[config.mk]
export PLATFORM = sky130hd
export DESIGN_NAME = tdm_mux8
export DESIGN_NICKNAME = d
export VERILOG_FILES = /design/src/rtl/tdm_mux8.sv
export SDC_FILE = /design/constraint.sdc
export NUM_CORES = 1
export LEC_CHECK = 0
export ABC_AREA = 1
export CORE_MARGIN = 2
export CORE_UTILIZATION = 55
export CTS_CLUSTER_SIZE = 40
export DETAILED_ROUTE_END_ITERATION = 12
export GPL_ROUTABILITY_DRIVEN = 0
export HOLD_SLACK_MARGIN = 0.15
export PLACE_DENSITY = 0.86
export RECOVER_POWER = 50
export SYNTH_ARGS = -nofsm -noshare
export SYNTH_HDL_FRONTEND = slang
export SYNTH_SLANG_ARGS = --single-unit
[constraint.sdc]
create_clock -name clk -period 6.79 [get_ports clk]
set_clock_uncertainty 0.05 [all_clocks]
set_input_delay 1.358 -clock clk [delete_from_list [all_inputs] [get_ports clk]]
set_output_delay 1.358 -clock clk [all_outputs]
set_load 0.1 [all_outputs]
[src/rtl/tdm_mux8.sv]
// rtl/tdm_mux8.sv - 8-channel to 1-lane round-robin time-division multiplexer
module tdm_mux8 #(
  parameter int WIDTH = 8
) (
  input  logic               clk,
  input  logic               rst,
  input  logic [8*WIDTH-1:0] in_data,
  input  logic [7:0]         in_valid,
  output logic [7:0]         in_ready,
  output logic [WIDTH-1:0]   out_data,
  output logic [2:0]         out_sel,
  output logic               out_valid,
  input  logic               out_ready,
  output logic [7:0]         frame_cnt
);

  logic [WIDTH-1:0] slot [8];
  logic [7:0]       pending;
  logic [7:0]       capture;
  logic [2:0]       last_sel;
  logic [2:0]       pick;
  logic             load_en;
  logic             xfer;

  assign in_ready = ~pending;
  assign capture  = in_valid & ~pending;
  assign load_en  = (~out_valid | out_ready) & (pending != 8'h00);
  assign xfer     = out_valid & out_ready;

  // Scan from the farthest offset down so the nearest pending channel after last_sel wins.
  always_comb begin
    pick = last_sel;
    for (int off = 8; off >= 1; off--) begin
      if (pending[last_sel + 3'(off)]) begin
        pick = last_sel + 3'(off);
      end
    end
  end

  always_ff @(posedge clk) begin
    for (int i = 0; i < 8; i++) begin
      if (capture[i]) begin
        slot[i] <= in_data[i*WIDTH +: WIDTH];
      end
    end
  end

  always_ff @(posedge clk) begin
    if (rst) begin
      pending   <= 8'h00;
      out_valid <= 1'b0;
      out_data  <= '0;
      out_sel   <= 3'd0;
      last_sel  <= 3'd7;
      frame_cnt <= 8'h00;
    end else begin
      // A slot being selected is pending, so it cannot also be capturing this edge.
      for (int i = 0; i < 8; i++) begin
        if (capture[i]) begin
          pending[i] <= 1'b1;
        end
      end
      if (load_en) begin
        pending[pick] <= 1'b0;
        out_data      <= slot[pick];
        out_sel       <= pick;
        out_valid     <= 1'b1;
        last_sel      <= pick;
      end else if (xfer) begin
        out_valid <= 1'b0;
      end
      if (xfer) begin
        frame_cnt <= frame_cnt + 8'd1;
      end
    end
  end

endmodule

==> impl_metrics.ini <==
[timing]
rsz0062_at_grt = no
tightest_slew_ps = 1000
post-route-min-period_ps = 3990
finalHoldViolations = 0
fin_tns_setup_ps = 0
holdWs_ps = 427
slew_viol_final = 0
max_freq_ghz = 0.250
slew_headroom = 0.331
min_period_over_period = 0.588
setup-violations-final = 0

[synthesis]
yosys.cell_types.count = 33
syn_inst = 507
yosys_warnings = 0
synth_nets = 585
synth_top_area_cell = edfxtp_1
synth.area.top_cells = edfxtp_1 (42%), dfxtp_1 (13%), nand2_1 (12%)
synth-seq-area-share = 0.549
synth_top_cell_area_share = 0.415
syn-cell-area_um2 = 4630
syn_area_per_cell_um2 = 9.13
synth-seq-cells = 95

[run_status]
outcome = completed

[global_route]
antenna_found_initial = 0
grt_max_degree = 35
grt_pass1_vias = 3926
grt.overflow.total = 0
track_usage = 0.278
grt_pass1_wl_mm = 19.1

[cts]
clk_latency_ps = 360
root_buffer = clkbuf_8
holdBufCountCts = 0
cts_resized = 0
cts_made_buffers = 9
clockBufferDepth = 2
numClockSinks = 95
path_clk_slew_ps = 100
cts_tree = built
htree_levels = 3
cts_setup_buffers = 0

[routing]
drt-initial-drc-count = 269
ant_nets = 0
via_per_inst = 5.57
drt-total-wl_mm = 11.8
wl_per_cell_um = 16.6
firstDrtPassIters = 9
post-route-drc-count = 0
vias = 3970

[finish]
layout_commonest_cell = nand2_1
area_delta_synth_final_pct = 25.9
mostFrequentLayoutCells = nand2_1 (146), dlygate4sd3_1 (70), edfxtp_1 (64)
diodes = 0
drive_gt1_frac = 0.118
fin_nets = 681
fillerInstances = 597

[floorplanning]
die_w_um = 95.7
die_area_um2 = 9170
row_count = 33
ios = 103
dieHeight_um = 95.7
start_util = 0.566
fp.coreArea_um2 = 8180

[setup_path]
end_kind = register
cp_data_required_time_ps = 7040
cp_common_cell = nand2_1
path_cells = inv_4, ha_1, inv_2, nand3_1, nand3_1, nand2_1, inv_2, nand2_1, nand2_1, nand2_1, nand2_2, nand3_2, nand2_4, inv_2, nand2_1, o21ai_1, a21oi_1
worstPathArrival_ps = 4240
cpPeakStageDelay_ps = 600
crit_type = register to register
startpoint_type = register
worst_path_max_delay_cell = dfxtp_1
critPathMaxFanout = 34

[place]
hpwlAfterDp_mm = 8.98
portBuffers = 102

[worst_hold_path]
holdCritPathClass = register to register

[flow_run]
max_cap_violations = 0
## layer usage
metal / wire length [µm] / share of wire / up-vias / global-route usage
li1: - / - / 1867 / -
met1: 4310 / 0.36 / 1808 / 0.338
met2: 5960 / 0.50 / 248 / 0.466
met5: 0 / 0 / - / 0
met3: 1050 / 0.089 / 47 / 0.0564
met4: 491 / 0.042 / 0 / 0.146
## critical path: cells and delay by family (launching register included)
family	cells	cell delay [ps]
flops	1	600
compound gates	2	280
buf+inv	4	500
fa+ha+maj	1	430
simple gates	10	2040
## cells in the mapped netlist
cell,n
clkbuf_1,4
nand2_2,11
buf_4,5
o21ai_1,7
a21oi_2,1
nand3_1,52
ha_1,3
and2_1,2
nand2_4,5
buf_8,4
nand3_2,20
inv_4,1
a21oi_4,2
nor2_4,2
o211ai_1,3
inv_1,37
dfxtp_1,31
o21ai_2,1
o21ai_0,18
nand2_1,146
xnor2_1,1
and3_1,1
xor2_1,2
inv_2,11
nand3b_1,1
nand4_1,3
a21oi_1,20
nor2_2,3
clkinv_1,1
buf_6,4
nor2_1,38
nor3_1,3
edfxtp_1,64
## sequential cells by signal (all words and copies together) (netlist names)
register and count:
slot 64, frame_cnt 8, out_data 8, pending 8, last_sel 3, out_sel 3, out_valid 1
## metrics by stage
step | setup WS (ps) | utilization | cell area, µm² | cells
after floorplan | 4240 | - | 4630 | 507
after global placement | 3210 | 0.688 | 5620 | 697
after detailed placement | 2940 | 0.688 | 5620 | 697
after CTS | 2910 | 0.713 | 5830 | 713
after global routing | 2460 | 0.713 | 5830 | 713
final | 2800 | 0.713 | 5830 | 713
## worst paths after layout
path / start / to / slack, ps / depth (start not counted)
min: out_sel[1] / out_sel[1] / 430 / 2
max: last_sel[0] / pending[7] / 2800 / 17
max reg2reg: last_sel[0] / pending[7] / 2800 / 17
min reg2reg: out_sel[1] / out_sel[1] / 430 / 2
## cell families (layout without fill, tap and decap cells)
logic type | after synthesis | after routing | synth area share
compound gates | 52 | 52 | 0.0643
xor+xnor | 3 | 3 | 0.00568
fa+ha+maj | 3 | 3 | 0.00811
buf+inv | 67 | 168 | 0.0751
flops | 95 | 95 | 0.549
simple gates | 287 | 287 | 0.298
## final cells by class
cell class,count,area [µm²],area share
inverter,50,190,0.0326
clock buffer,12,166,0.0286
sequential,95,2540,0.436
tap,105,131,0.0225
timing repair buffer,102,1020,0.175
multi-input combinational,345,1740,0.298
clock inverter,4,36.3,0.00623
Power is not shown: default switching activity piles up to over one toggle a cycle in this logic, so the estimate is an artifact.
